### config.mk
export PLATFORM = sky130hd
export DESIGN_NAME = uart_tx_flat
export DESIGN_NICKNAME = d
export VERILOG_FILES = /design/src/rtl/uart_tx_if.sv /design/src/rtl/uart_tx.sv /design/src/flat_wrapper.sv
export SDC_FILE = /design/constraint.sdc
export NUM_CORES = 1
export LEC_CHECK = 0
export CAP_MARGIN = 10
export CORE_MARGIN = 3
export CORE_UTILIZATION = 25
export DETAILED_ROUTE_END_ITERATION = 7
export SLEW_MARGIN = 20
export SYNTH_ARGS = -nofsm -noshare
export SYNTH_HDL_FRONTEND = slang
export SYNTH_SLANG_ARGS = --single-unit
### constraint.sdc
create_clock -name i_clk -period 2.29 [get_ports i_clk]
set_input_delay 0.458 -clock i_clk [delete_from_list [all_inputs] [get_ports i_clk]]
set_output_delay 0.458 -clock i_clk [all_outputs]
set_load 0.05 [all_outputs]
### src/rtl/uart_tx_if.sv
// Byte-wide valid/ready handshake from a producer into the UART transmitter.
// Master drives data/valid, slave returns ready.
interface uart_tx_if #(
   parameter int DATA_BITS = 8
);
   logic [DATA_BITS-1:0] tx_data;
   logic                 tx_valid;
   logic                 tx_ready;

   modport master (output tx_data, output tx_valid, input  tx_ready);
   modport slave  (input  tx_data, input  tx_valid, output tx_ready);
endinterface

### src/rtl/uart_tx.sv
// 8N1 UART transmitter behind a small FIFO; tx falls one clk after a push into an idle, empty FIFO.
// tx_ready is !full from the registered count; a pop does not free a slot in the same cycle.
module uart_tx #(
   parameter int CLKS_PER_BIT = 32,
   parameter int DATA_BITS    = 8,
   parameter int FIFO_DEPTH   = 4
) (
   input  logic                        i_clk,
   input  logic                        i_rst_n,
   uart_tx_if.slave                    s_in,
   output logic                        o_tx,
   output logic                        o_busy,
   output logic [$clog2(FIFO_DEPTH):0] o_fifo_count
);
   localparam int AW = $clog2(FIFO_DEPTH);
   localparam int CW = AW + 1;
   localparam int BW = $clog2(CLKS_PER_BIT);

   typedef enum logic [1:0] {
      S_IDLE,
      S_START,
      S_DATA,
      S_STOP
   } state_t;

   state_t               r_state;
   logic [DATA_BITS-1:0] r_mem [FIFO_DEPTH];
   logic [AW-1:0]        r_wr_ptr;
   logic [AW-1:0]        r_rd_ptr;
   logic [CW-1:0]        r_count;
   logic [DATA_BITS-1:0] r_shift;
   logic [BW-1:0]        r_baud_cnt;
   logic [2:0]           r_bit_idx;
   logic                 r_tx;

   logic w_full;
   logic w_has_data;
   logic w_push;
   logic w_pop;
   logic w_baud_end;

   assign w_full       = (r_count == CW'(FIFO_DEPTH));
   assign w_has_data   = (r_count != '0);
   assign w_push       = s_in.tx_valid && !w_full;
   assign w_baud_end   = (r_baud_cnt == BW'(CLKS_PER_BIT - 1));
   // The FSM takes the FIFO head when leaving IDLE or at the end of a stop bit.
   assign w_pop        = w_has_data && ((r_state == S_IDLE) || ((r_state == S_STOP) && w_baud_end));

   assign s_in.tx_ready = !w_full;
   assign o_tx          = r_tx;
   assign o_busy        = (r_state != S_IDLE) || w_has_data;
   assign o_fifo_count  = r_count;

   always_ff @(posedge i_clk) begin
      if (w_push) begin
         r_mem[r_wr_ptr] <= s_in.tx_data;
      end
   end

   always_ff @(posedge i_clk or negedge i_rst_n) begin
      if (!i_rst_n) begin
         r_wr_ptr <= '0;
         r_rd_ptr <= '0;
         r_count  <= '0;
      end else begin
         if (w_push) begin
            r_wr_ptr <= r_wr_ptr + 1'b1;
         end
         if (w_pop) begin
            r_rd_ptr <= r_rd_ptr + 1'b1;
         end
         case ({w_push, w_pop})
            2'b10:   r_count <= r_count + 1'b1;
            2'b01:   r_count <= r_count - 1'b1;
            default: r_count <= r_count;
         endcase
      end
   end

   always_ff @(posedge i_clk or negedge i_rst_n) begin
      if (!i_rst_n) begin
         r_state    <= S_IDLE;
         r_tx       <= 1'b1;
         r_shift    <= '0;
         r_baud_cnt <= '0;
         r_bit_idx  <= '0;
      end else begin
         case (r_state)
            S_IDLE: begin
               r_tx       <= 1'b1;
               r_baud_cnt <= '0;
               if (w_has_data) begin
                  r_shift <= r_mem[r_rd_ptr];
                  r_tx    <= 1'b0;
                  r_state <= S_START;
               end
            end
            S_START: begin
               if (w_baud_end) begin
                  r_baud_cnt <= '0;
                  r_tx       <= r_shift[0];
                  r_bit_idx  <= '0;
                  r_state    <= S_DATA;
               end else begin
                  r_baud_cnt <= r_baud_cnt + 1'b1;
               end
            end
            S_DATA: begin
               if (w_baud_end) begin
                  r_baud_cnt <= '0;
                  if (r_bit_idx == 3'(DATA_BITS - 1)) begin
                     r_tx    <= 1'b1;
                     r_state <= S_STOP;
                  end else begin
                     r_shift   <= r_shift >> 1;
                     r_tx      <= r_shift[1];
                     r_bit_idx <= r_bit_idx + 1'b1;
                  end
               end else begin
                  r_baud_cnt <= r_baud_cnt + 1'b1;
               end
            end
            S_STOP: begin
               if (w_baud_end) begin
                  r_baud_cnt <= '0;
                  // Chain straight into the next start bit when more data is queued.
                  if (w_has_data) begin
                     r_shift <= r_mem[r_rd_ptr];
                     r_tx    <= 1'b0;
                     r_state <= S_START;
                  end else begin
                     r_state <= S_IDLE;
                  end
               end else begin
                  r_baud_cnt <= r_baud_cnt + 1'b1;
               end
            end
            default: begin
               r_tx    <= 1'b1;
               r_state <= S_IDLE;
            end
         endcase
      end
   end
endmodule

### src/flat_wrapper.sv
// flat-port wrapper written by rule: the top's interface ports become plain ports
module uart_tx_flat 
#(
   parameter int CLKS_PER_BIT = 32,
   parameter int DATA_BITS    = 8,
   parameter int FIFO_DEPTH   = 4
)
  (i_clk, i_rst_n, o_tx, o_busy, o_fifo_count, s_in_tx_data, s_in_tx_valid, s_in_tx_ready);
  uart_tx_if #(.DATA_BITS(DATA_BITS)) s_in_i ();
  input  logic i_clk;
  input  logic i_rst_n;
  output logic o_tx;
  output logic o_busy;
  output logic [$clog2(FIFO_DEPTH):0] o_fifo_count;
  input wire logic [$bits(s_in_i.tx_data)-1:0] s_in_tx_data;
  input wire logic [$bits(s_in_i.tx_valid)-1:0] s_in_tx_valid;
  output wire logic [$bits(s_in_i.tx_ready)-1:0] s_in_tx_ready;
  assign s_in_i.tx_data = s_in_tx_data;
  assign s_in_i.tx_valid = s_in_tx_valid;
  assign s_in_tx_ready = s_in_i.tx_ready;
  uart_tx #(.CLKS_PER_BIT(CLKS_PER_BIT), .DATA_BITS(DATA_BITS), .FIFO_DEPTH(FIFO_DEPTH)) u_core (.i_clk(i_clk), .i_rst_n(i_rst_n), .s_in(s_in_i), .o_tx(o_tx), .o_busy(o_busy), .o_fifo_count(o_fifo_count));
endmodule
# --- Yosys cells after proc, flatten, opt, wreduce, memory -nomap -nowiden ---
# Memories as Yosys holds them, arrays and structs flattened.
# Cells that the tools add are included.
word_totals:
  mem_bits_rw: 32
  reg_bits: 26
  out_inout_bits: 6
  inputBits: 11
  elab_cells: 75
  n_memories: 1
op_classes:
  muxes: 28
  reduce_logical: 17
  n_eq_ne: 15
  addsub: 6
memory_table:
  columns: ["memory", "depth", "word_bits", "rd", "rd_ports_with_merged_regs", "write_ports", "line", "text"]
  rows:
  - ["u_core.r_mem", 4, 8, 1, 0, 1, "uart_tx.sv:27", "logic [DATA_BITS-1:0] r_mem [FIFO_DEPTH];"]
op_table:
  columns: ["op", "n"]
  rows:
  - ["8-bit 2-to-1 mux", 4]
  - ["8-bit one-hot mux with 3 select lines", 1]
  - ["2-bit by 1-bit inequality test with 1-bit output (second input constant)", 6]
  - ["3-bit one-hot mux with 2 select lines", 2]
  - ["4-bit AND reduction", 3]
  - ["2-bit 2-to-1 mux", 5]
  - ["5-bit one-hot mux with 2 select lines", 1]
  - ["1-bit 2-to-1 mux", 9]
  - ["3-bit 2-to-1 mux", 3]
  - ["2-bit one-hot mux with 4 select lines", 1]
  - ["3-bit by 1-bit adder with 3-bit output (second input constant)", 2]
  - ["2-bit == test (second input constant)", 3]
  - ["3-bit == test (second input constant)", 2]
  - ["2-bit nonzero test", 3]
  - ["3-bit nonzero test", 2]
  - ["5-bit by 1-bit adder with 5-bit output (second input constant)", 1]
  - ["5-bit == test (second input constant)", 1]
  - ["5-bit 2-to-1 mux", 1]
  - ["5-bit AND reduction", 1]
  - ["2-bit by 1-bit adder with 2-bit output (second input constant)", 2]
  - ["2-bit by 1-bit == test with 1-bit output (second input constant)", 2]
  - ["1-bit one-hot mux with 4 select lines", 1]
  - ["1-bit logical AND", 3]
  - ["3-bit OR reduction", 1]
  - ["other kinds (5)", 6]

# --- Depth between registers and ports, before layout ---
# Gate-level depths: netlist of the first run.
logic_depth:
  depth_word: 6
  depth_mapped: 12
  mapped_depth_nobuf: 11

# --- Worst setup path before layout of the first run ---
# No wires, ideal clock.
synth_path:
  path_kind: "register to register"
  startpoint: "register u_core.r_count[2] (netlist: u_core.o_fifo_count[2])"
  endpoint: "register u_core.r_count[2] (netlist: u_core.o_fifo_count[2])"
  setup_time_ns: 0.082
  stages_incl_launch_ff: 10
  setup_slack_ns: -0.478
  t_required_ns: 2.208
  arrival_time_ns: 2.685
  period_less_slack_ns: 2.768
  path_buffers: 0
  cell_sequence: "dfrtp_1 -> nand3_1 -> and2_1 -> inv_1 -> ha_1 -> inv_1 -> fa_1 -> xor2_1 -> nor2_1 -> xor2_1"
synth_via:
  elab_chain_len: 5
  elab_cells_between_ends: 11
  cone_classes: "2 x add/sub; 3 x eq/ne; 1 x mux; 5 x reduce/logical"
synth_lines:
  columns: ["element", "line", "text"]
  rows:
  - ["start, declared", "uart_tx.sv:30", "logic [CW-1:0] r_count;"]
  - ["start signal, assigned", "uart_tx.sv:73", "2'b10: r_count <= r_count + 1'b1;"]
  - ["start signal, assigned", "uart_tx.sv:74", "2'b01: r_count <= r_count - 1'b1;"]
  - ["start signal, assigned", "uart_tx.sv:75", "default: r_count <= r_count;"]
  - ["3-bit == test (*)", "uart_tx.sv:42", "assign w_full = (r_count == CW'(FIFO_DEPTH));"]
  - ["1-bit zero test (*)", null, null]
  - ["named net s_in_tx_ready", "flat_wrapper.sv:17", "output wire logic [$bits(s_in_i.tx_ready)-1:0] s_in_tx_ready;"]
  - ["1-bit logical AND (*)", "uart_tx.sv:44", "assign w_push = s_in.tx_valid && !w_full;"]
  - ["2-bit by 1-bit == test with 1-bit output or 2-bit == test (tied branches)", "uart_tx.sv:72", "case ({w_push, w_pop})"]
  - ["3-bit one-hot mux with 2 select lines or 2-bit nonzero test (tied branches)", null, null]
# Mark *: on every way through the listed nets, which the timed path passes. The rest lies on a longest branch.
# A chain may end at the register's enable or synchronous reset.

# --- Worst setup path after layout of the first run ---
layout_path:
  startpoint: "register u_core.r_state[1]"
  endpoint: "output port o_busy"
layout_via:
  elab_chain_len: 2
layout_lines:
  columns: ["element", "line", "text"]
  rows:
  - ["start, declared", "uart_tx.sv:26", "state_t r_state;"]
  - ["start signal, assigned", "uart_tx.sv:82", "r_state <= S_IDLE;"]
  - ["start signal, assigned", "uart_tx.sv:95", "r_state <= S_START;"]
  - ["start signal, assigned", "uart_tx.sv:103", "r_state <= S_DATA;"]
  - ["2-bit nonzero test", "uart_tx.sv:51", "assign o_busy = (r_state != S_IDLE) || w_has_data;"]
  - ["1-bit logical OR", "uart_tx.sv:51", null]
  - ["end, declared", "flat_wrapper.sv:13", "output logic o_busy;"]
# No other way between the ends.

==> results of run 1 <==
-- cell usage in the layout, fill, tap and decap left out, drive strengths merged, types with 6 or more instances in the layout --
master	instances
mux2	16
inv	8
edfxtp	32
o31ai	6
nand2	17
nor2b	8
clkdlybuf4s50	14
ha	14
dfrtp	25
clkbuf	9
o22ai	6
buf	8
nor3	6
-- kinds of logic (layout without fill, tap and decap cells) --
logic type	count (synthesis)	count (layout)	share of synthesized area [%]
DFF	58	58	60.8
and+or+nand+nor	52	52	10.2
AOI/OAI and AO/OA	29	29	7.64
muxes	18	18	8.63
buffers and inverters	17	47	2.78
adders and majority gates	15	15	7.36
xor gates and xnor gates	8	8	2.64
-- where the power goes --
group	total, mW	switching [mW]	internal, mW
clock network	1.15	0.428	0.720
registers	1.67	0.212	1.46
logic	1.79	0.982	0.809
total	4.61	1.62	2.99
-- final cells by class --
type / count / area, sq um / area share, %
clock buffers: 9 / 124 / 3.78
clock inverters: 7 / 118 / 3.59
inverters: 8 / 30.0 / 0.916
multi-input cells: 122 / 1010 / 30.8
flip-flops and latches: 58 / 1620 / 49.3
well taps: 133 / 166 / 5.08
repair buffers: 23 / 213 / 6.49
-- metal layers --
metal	share of wire, %	up-vias	GRT usage, %
met4	2.2	0	4.60
met3	2.7	10	2.66
li1	-	768	-
met5	0	-	0
met2	46	19	13.6
met1	49	767	11.3
-- what timing repair did --
item | in CTS | in global routing
buffers inserted | 0 | 0
setup endpoints to repair | 0 | 3
gates resized for setup | 0 | 4
-- flip-flops by register name, summed over array words and instances (netlist names) --
| register | cells |
|---|---|
| u_core.r_wr_ptr | 2 |
| u_core.r_bit_idx | 3 |
| u_core.o_tx | 1 |
| u_core.o_fifo_count | 3 |
| u_core.r_shift | 8 |
| u_core.r_mem | 32 |
| u_core.r_rd_ptr | 2 |
| u_core.r_state | 2 |
| u_core.r_baud_cnt | 5 |
-- stage by stage --
step / power [mW] / util, % / setup TNS, ps / std cells / hold slack (ps)
after floorplan: 3.02 / - / 0 / 197 / 162
after global placement: 3.48 / 30.1 / 0 / 344 / 450
after detailed placement: 3.50 / 30.1 / 0 / 344 / 473
after CTS: 4.66 / 32.5 / 0 / 360 / 487
after global routing: 4.95 / 32.6 / -26.0 / 360 / 502
final: 4.61 / 32.6 / 0 / 360 / 484
-- worst max-delay path: cells and delay by family, from the launching register on --
family / cells / cell delay (ps)
fa+ha+maj: 1 / 180
buf+inv: 2 / 330
flops: 1 / 430
simple gates: 1 / 470
-- final timing paths --
path | slack (ps) | to | cells past startpoint | start
setup / recovery | 90 | o_busy | 4 | u_core.r_state[1]
min in group asynchronous | 490 | u_core.r_state[0] | 2 | i_rst_n
hold / removal | 480 | u_core.r_baud_cnt[0] | 1 | u_core.r_baud_cnt[0]
hold reg to reg | 480 | u_core.r_baud_cnt[0] | 1 | u_core.r_baud_cnt[0]
setup reg to reg | 120 | u_core.o_fifo_count[2] | 11 | u_core.r_baud_cnt[0]
max in group asynchronous | 1480 | u_core.o_tx | 2 | i_rst_n
==> results.md, run 1 <==
| Result | Value | Unit |
|---|---|---|
| Result of the run | completed | - |
| Detail-routed net length per standard cell | 12.9 | microns |
| Final WL | 4.64 | mm |
| Number of iterations in the first detailed-routing pass | 4 | - |
| Arrival time of data at the critical path endpoint | 1740 | ps |
| IR drop worst, VDD | 499 | uV |
| Min setup slack post-route | 91.3 | ps |
| Post-Place Setup Slack | 64.4 | ps |
| Yosys top cell area share | 36.2 | % |
| Number of top-level pins | 17 | - |
| Post-Syn Area per Cell | 13.5 | sq um |
| Post-placement cell area | 3030 | sq um |
| Growth of design area from synthesis to finish | 23.5 | % |
| Slew margin rel. | 65.1 | % |
| Antenna cell count | 0 | - |
| Top post-synthesis cells by count | sky130_fd_sc_hd__edfxtp_1 (32), sky130_fd_sc_hd__dfrtp_1 (25), sky130_fd_sc_hd__nand2_1 (17) | - |
| Synthesized net count | 223 | - |
| Shortest period the worst path allows | 2200 | ps |
| Port-buffer cells | 16 | - |
| Ordered cell list for the critical path | inv_1 > ha_1 > or4b_4 > buf_4 | - |
| Post-synthesis instance area | 2650 | sq um |
| GRT Overall Usage | 8.87 | % |
| Worst-skew pair later-pin latency | 330 | ps |
| Post-synthesis register bit count | 58 | - |
| Library cells used by synthesis | 38 | - |
| Overflow after GRT | 0 | - |
| EDFF count, synth | 32 | - |
| Master cell of the clock root buffer | sky130_fd_sc_hd__clkbuf_8 | - |
| Finish-stage setup viols | 0 | - |
| Violation count after the first detailed-routing iteration | 91 | - |
| Clock tree from TritonCTS | yes | - |
| Vias in the first global route | 1573 | - |
| Async set-reset flop share out of synthesis | 44.8 | % |
| Power density of the placed cells | 1410 | nW/um^2 |
| Primary flip-flop cell chosen by synthesis mapping | sky130_fd_sc_hd__edfxtp_1 | - |
| Cell taking the most area after synthesis | sky130_fd_sc_hd__edfxtp_1 | - |
| Total number of yosys warnings | 0 | - |
| Clock tree skew after final layout | 9.48 | ps |
| Crit-path slowest cell | sky130_fd_sc_hd__or4b_4 | - |
| Fraction of the cycle the final worst path needs | 96.0 | % |
| Max H-tree Level | 3 | - |
| Mapped Cells | 197 | - |
| HPWL reported at the end of detailed placement | 3.14 | mm |
| Gp weighted congestion | 0.688 | - |
| Unrepaired setup endpoints after global routing | yes | - |
| Type of element launching the critical path | register | - |
| Maximum clock insertion buffer count | 2 | - |
| Finished Cell Area | 3280 | sq um |
| Die footprint | 11900 | sq um |
| Detail Route Antenna Nets | 0 | - |
| Register area share after synthesis | 60.8 | % |
| Antenna violations before repair | 0 | - |
| Net count, final | 248 | - |
| Placement Rows | 36 | - |
| Die Span Y | 109 | microns |
| Pin count of the biggest net entering global routing | 27 | - |
| Wire length of the first global-routing pass | 7.89 | mm |
| Final routed DRC violation total | 0 | - |
| Detailed-route via count | 1564 | - |
| Sink Count | 58 | - |
| Area contributors post-synth | sky130_fd_sc_hd__edfxtp_1 (36%), sky130_fd_sc_hd__dfrtp_1 (24%), sky130_fd_sc_hd__mux2_2 (6.8%) | - |
| Most frequent cell after synthesis | sky130_fd_sc_hd__edfxtp_1 | - |
| Max-slew violation count | 0 | - |
| Floorplan Core Area | 10000 | sq um |
| Average via count per standard cell | 4.34 | - |
| Total count of hold-check failures in the final report | 0 | - |
| Critical path type | register to output pin | - |
| Achievable frequency | 455 | MHz |
| Clock buffer count from CTS | 9 | - |
| Worst Max-Slew Pin Slew | 521 | ps |
| Starting density of the core | 26.4 | % |
| Clock-pin transition on the worst setup and hold timing paths | 70 | ps |
| Type of destination of the critical path | output pin | - |
| Static power due to leakage | 1.26 | nW |
| Path class of the lowest-slack min-delay path | register to register | - |
| Data required time of the critical path | 1830 | ps |
| Worst-path maximum fanout | 5 | - |
| Count of hold buffers inserted by post-cts repair | 0 | - |
| Layout cell share with drive strength beyond 1 | 24.7 | % |
| Max-cap viol count | 0 | - |
| Largest stage delay on the critical path | 470 | ps |
| Fill count | 994 | - |
| Die span in x | 109 | microns |
(Power assumes the default switching activity.)
==> inputs of run 2 (changes only) <==
ABC_AREA = 1   (was not set)
==> run 2 against run 1 <==
Area after synthesis rose by 2.9%; routed wire length grew 17%; via count grew 24%; global-route usage increased by 0.10 points; clock skew shrank 2.1 ps; die area is 2.8% higher; sequential cell count unchanged; sequential share of layout area fell by 2.2 points; combinational power decreased by 66%; cell count rose by 29%; non-clock buffer count rose by 19; synthesized cell count up 40%; largest power group is now registers.
==> results.md, run 2 <==
| Result | Value | Unit | Change |
|---|---|---|---|
| GRT Overall Usage | 8.97 | % | +0.10 points |
| Port-buffer cells | 16 | - | unchanged |
| Critical register-to-register path startpoint | u_core.r_baud_cnt[0] | - |  |
| Library cells used by synthesis | 28 | - | -26% |
| Async set-reset flop share out of synthesis | 44.8 | % | unchanged |
| Clock tree skew after final layout | 7.33 | ps | -2.15 ps |
| Total count of hold-check failures in the final report | 0 | - | unchanged |
| Result of the run | completed | - |  |
| Post-synthesis mux area share | 0.366 | % | -8.3 points |
| Cell taking the most area after synthesis | sky130_fd_sc_hd__edfxtp_1 | - |  |
| Worst setup slack for register-to-register paths | 30 | ps | -90 ps |
| Ordered cell list for the critical path | ha_2 > nand2_2 > nor2_2 > ha_2 > inv_2 > o21ai_2 > nand2_2 > inv_2 > ha_4 > inv_4 > fa_2 > a21oi_2 > o21ai_1 > xor2_1 | - |  |
| Antenna violations before repair | 0 | - | unchanged |
| Die Span Y | 111 | microns | +1.4% |
| Detail Route Antenna Nets | 0 | - | unchanged |
| Cells on worst reg2reg path | 14 | - | +3 |
| Net count, final | 349 | - | +41% |
| Register area share after synthesis | 59.0 | % | -1.7 points |
| Final routed DRC violation total | 0 | - | unchanged |
| First element of the critical path | u_core.r_baud_cnt[0] | - |  |
| Wire length of the first global-routing pass | 9.05 | mm | +15% |
| EDFF count, synth | 32 | - | unchanged |
| Data required time of the critical path | 2490 | ps | +660 ps |
| Xor and xnor area share after synthesis | 1.60 | % | -1.0 points |
| HPWL reported at the end of detailed placement | 3.72 | mm | +18% |
| Growth of design area from synthesis to finish | 25.6 | % |  |
| Critical path type | register to register | - |  |
| Power density of the placed cells | 826 | nW/um^2 | -41% |
| Starting density of the core | 26.1 | % | -0.31 points |
| Post-synthesis simple-gate area fraction | 22.7 | % | +12 points |
| Detailed-route via count | 1935 | - | +24% |
| Area contributors post-synth | sky130_fd_sc_hd__edfxtp_1 (35%), sky130_fd_sc_hd__dfrtp_1 (23%), sky130_fd_sc_hd__nand2_1 (13%) | - |  |
| Reg2reg end | u_core.o_fifo_count[2] | - |  |
| Max-cap viol count | 0 | - | unchanged |
| Worst Max-Slew Pin Slew | 505 | ps | -15.9 ps |
| Static power due to leakage | 1.52 | nW | +20% |
| Clock-pin transition on the worst setup and hold timing paths | 70 | ps | about the same |
| Unrepaired setup endpoints after global routing | yes | - |  |
| Worst-skew pair later-pin latency | 330 | ps | about the same |
| Path class of the lowest-slack min-delay path | register to register | - |  |
| Cell count of the worst hold path | 2 | - | +1 |
| Antenna cell count | 0 | - | unchanged |
| Crit-path slowest cell | sky130_fd_sc_hd__dfrtp_1 | - |  |
| Critical Path End | u_core.o_fifo_count[2] | - |  |
| Final WL | 5.43 | mm | +17% |
| Critical Path Stages | 14 | - | +10 |
| Maximum clock insertion buffer count | 2 | - | unchanged |
| Number of top-level pins | 17 | - | unchanged |
| Gp weighted congestion | 0.758 | - | +10% |
| Sequential cell area in the final layout | 1620 | sq um | about the same |
| Footprint of the multi-input gates | 970 | sq um | -4.1% |
| Violation count after the first detailed-routing iteration | 165 | - | +81% |
| Post-synthesis compound-gate area fraction | 2.34 | % | -5.3 points |
| Largest stage delay on the critical path | 360 | ps | -110 ps |
| Floorplan Core Area | 10500 | sq um | +4.2% |
| Most common cell after layout, fill and taps aside | sky130_fd_sc_hd__nand2_1 | - |  |
| Final cell count without fillers | 464 | - | +29% |
| Max H-tree Level | 3 | - | unchanged |
| Shortest period the worst path allows | 2260 | ps | +61.7 ps |
| Top post-synthesis cells by count | sky130_fd_sc_hd__nand2_1 (97), sky130_fd_sc_hd__edfxtp_1 (32), sky130_fd_sc_hd__inv_1 (29) | - |  |
| Max-slew violation count | 0 | - | unchanged |
| Post-synthesis register bit count | 58 | - | unchanged |
| Number of iterations in the first detailed-routing pass | 4 | - | unchanged |
| Critical path buffers and inverters | 3 | - | +1 |
| Most frequent cell after synthesis | sky130_fd_sc_hd__nand2_1 | - |  |
| Primary flip-flop cell chosen by synthesis mapping | sky130_fd_sc_hd__edfxtp_1 | - |  |
| Worst-case hold slack | 476 | ps | -8.45 ps |
| Master cell of the clock root buffer | sky130_fd_sc_hd__clkbuf_8 | - |  |
| Adder-cell share of the synthesized area | 7.15 | % | -0.21 points |
| IR drop worst, VDD | 362 | uV | -27% |
| Placement Rows | 37 | - | +2.8% |
| Average via count per standard cell | 4.17 | - | -4.0% |
| Vias in the first global route | 1884 | - | +20% |
| Final core area utilization | 32.8 | % | +0.14 points |
| Post-Syn Area per Cell | 9.90 | sq um | -27% |
| Slew margin rel. | 66.2 | % | +1.1 points |
| Pin count of the biggest net entering global routing | 27 | - | unchanged |
| Achievable frequency | 442 | MHz | -2.7% |
| Finished Cell Area | 3430 | sq um | +4.6% |
| Fraction of the cycle the final worst path needs | 98.7 | % | +2.7 points |
| Post-synthesis instance area | 2730 | sq um | +2.9% |
| Fill count | 1085 | - | +9.2% |
| Die footprint | 12200 | sq um | +2.8% |
| Total number of yosys warnings | 0 | - | unchanged |
| Commonest non-fill, non-tap cells in the layout | sky130_fd_sc_hd__nand2_1 (94), sky130_fd_sc_hd__edfxtp_1 (32), sky130_fd_sc_hd__nand3_1 (27), sky130_fd_sc_hd__buf_4 (27), sky130_fd_sc_hd__inv_1 (26) | - |  |
| Die span in x | 111 | microns | +1.4% |
| Hold Path Origin | u_core.o_tx | - |  |
| Top delay family on crit path | adder cells | - |  |
| Mapped Cells | 276 | - | +40% |
| Arrival time of data at the critical path endpoint | 2460 | ps | +720 ps |
| Post-placement cell area | 3100 | sq um | +2.5% |
| Overflow after GRT | 0 | - | unchanged |
| Clock tree from TritonCTS | yes | - |  |
| Number of flip-flops under the largest register name | 32 | - | unchanged |
| Yosys top cell area share | 35.2 | % | -1.0 points |
| Detail-routed net length per standard cell | 11.7 | microns | -9.3% |
| Top flop regs | u_core.r_mem: 32 flops, u_core.r_shift: 8 flops, u_core.r_baud_cnt: 5 flops | - |  |
| Placed instance count | 434 | - | +26% |
| Sink Count | 58 | - | unchanged |
| Type of element launching the critical path | register | - |  |
| Worst-path maximum fanout | 2 | - | -3 |
| Sum of internal, switching and leakage power | 2.83 | mW | -39% |
| Reg with most FFs | u_core.r_mem | - |  |
| Clock buffer count from CTS | 9 | - | unchanged |
| Combinational family with the most area after synthesis | simple AND/OR/NAND/NOR gates | - |  |
| Synthesized net count | 302 | - | +35% |
| Layout cell share with drive strength beyond 1 | 20.4 | % | -4.2 points |
| Finish-stage setup viols | 0 | - | unchanged |
| Type of destination of the critical path | register | - |  |
[run 2: changes by cell type after synthesis, sizes merged, moves of 5 or more]
cell    previous run  this run
nor3               6         0
nand3              2        29
nor2               5        15
mux2              16         0
o31ai              6         0
nand2             17        98
inv                8        33
o22ai              6         0
and3               5         0
nor2b              8         0
clkbuf             5         0
[run 2: cell type report]
type,instances,share of cell area (%)
sequential,58,47.1
multi-input combinational,178,28.3
timing repair buffer,42,10.3
tap,136,4.96
inverter,34,4.01
clock buffer,9,3.61
clock inverter,7,1.75
[run 2: worst register-to-register path, stage by stage, from the launching register on]
cell and delay, ps:
sky130_fd_sc_hd__dfrtp_1 360, sky130_fd_sc_hd__ha_2 190, sky130_fd_sc_hd__nand2_2 60, sky130_fd_sc_hd__nor2_2 90, sky130_fd_sc_hd__ha_2 190, sky130_fd_sc_hd__inv_2 50, sky130_fd_sc_hd__o21ai_2 140, sky130_fd_sc_hd__nand2_2 80
sky130_fd_sc_hd__inv_2 80, sky130_fd_sc_hd__ha_4 140, sky130_fd_sc_hd__inv_4 40, sky130_fd_sc_hd__fa_2 350, sky130_fd_sc_hd__a21oi_2 140, sky130_fd_sc_hd__o21ai_1 80, sky130_fd_sc_hd__xor2_1 160
[run 2: where the power goes]
part	leakage (nW)	total (mW)	switching, mW	internal, mW
registers	0.605	1.35	0.0687	1.28
logic	0.816	0.606	0.391	0.215
clock network	0.0955	0.880	0.392	0.489
total	1.52	2.83	0.851	1.98
[run 2: worst min-delay path by stage]
stage,end,slack [ps]
6_report,u_core.o_tx,480
5_1_grt,u_core.r_bit_idx[0],500
4_1_cts,u_core.o_tx,480
3_5_place_dp,u_core.r_shift[5],470
3_3_place_gp,u_core.r_shift[5],460
2_1_floorplan,u_core.o_fifo_count[0],160
[run 2: stage by stage]
stage               setup TNS [ps]  setup WS [ps]
finish                           0           29.6
global route                  -135           -109
CTS                              0           3.56
detailed placement           -30.8          -30.8
global placement                 0           31.5
floorplan                        0           65.1
[run 2: logic make-up after synthesis]
family | after synthesis
and+or+nand+nor | 145
DFF | 58
buffers and inverters | 40
adders and majority gates | 15
AOI/OAI and AO/OA | 12
xor gates and xnor gates | 5
muxes | 1
[run 2: repair_timing]
item	CTS	global route
cloned	0	0
hold buffers	0	0
gates resized for setup	6	9
setup endpoints to repair	1	3
pin swaps	6	8
setup buffers	10	4
[run 2: layer usage]
metal	up-vias	track usage, %	part of all wire, %
li1	979	-	-
met1	921	11.5	46
met2	26	14.6	50
met3	9	2.30	2.9
met4	0	3.45	1.5
met5	-	0	0
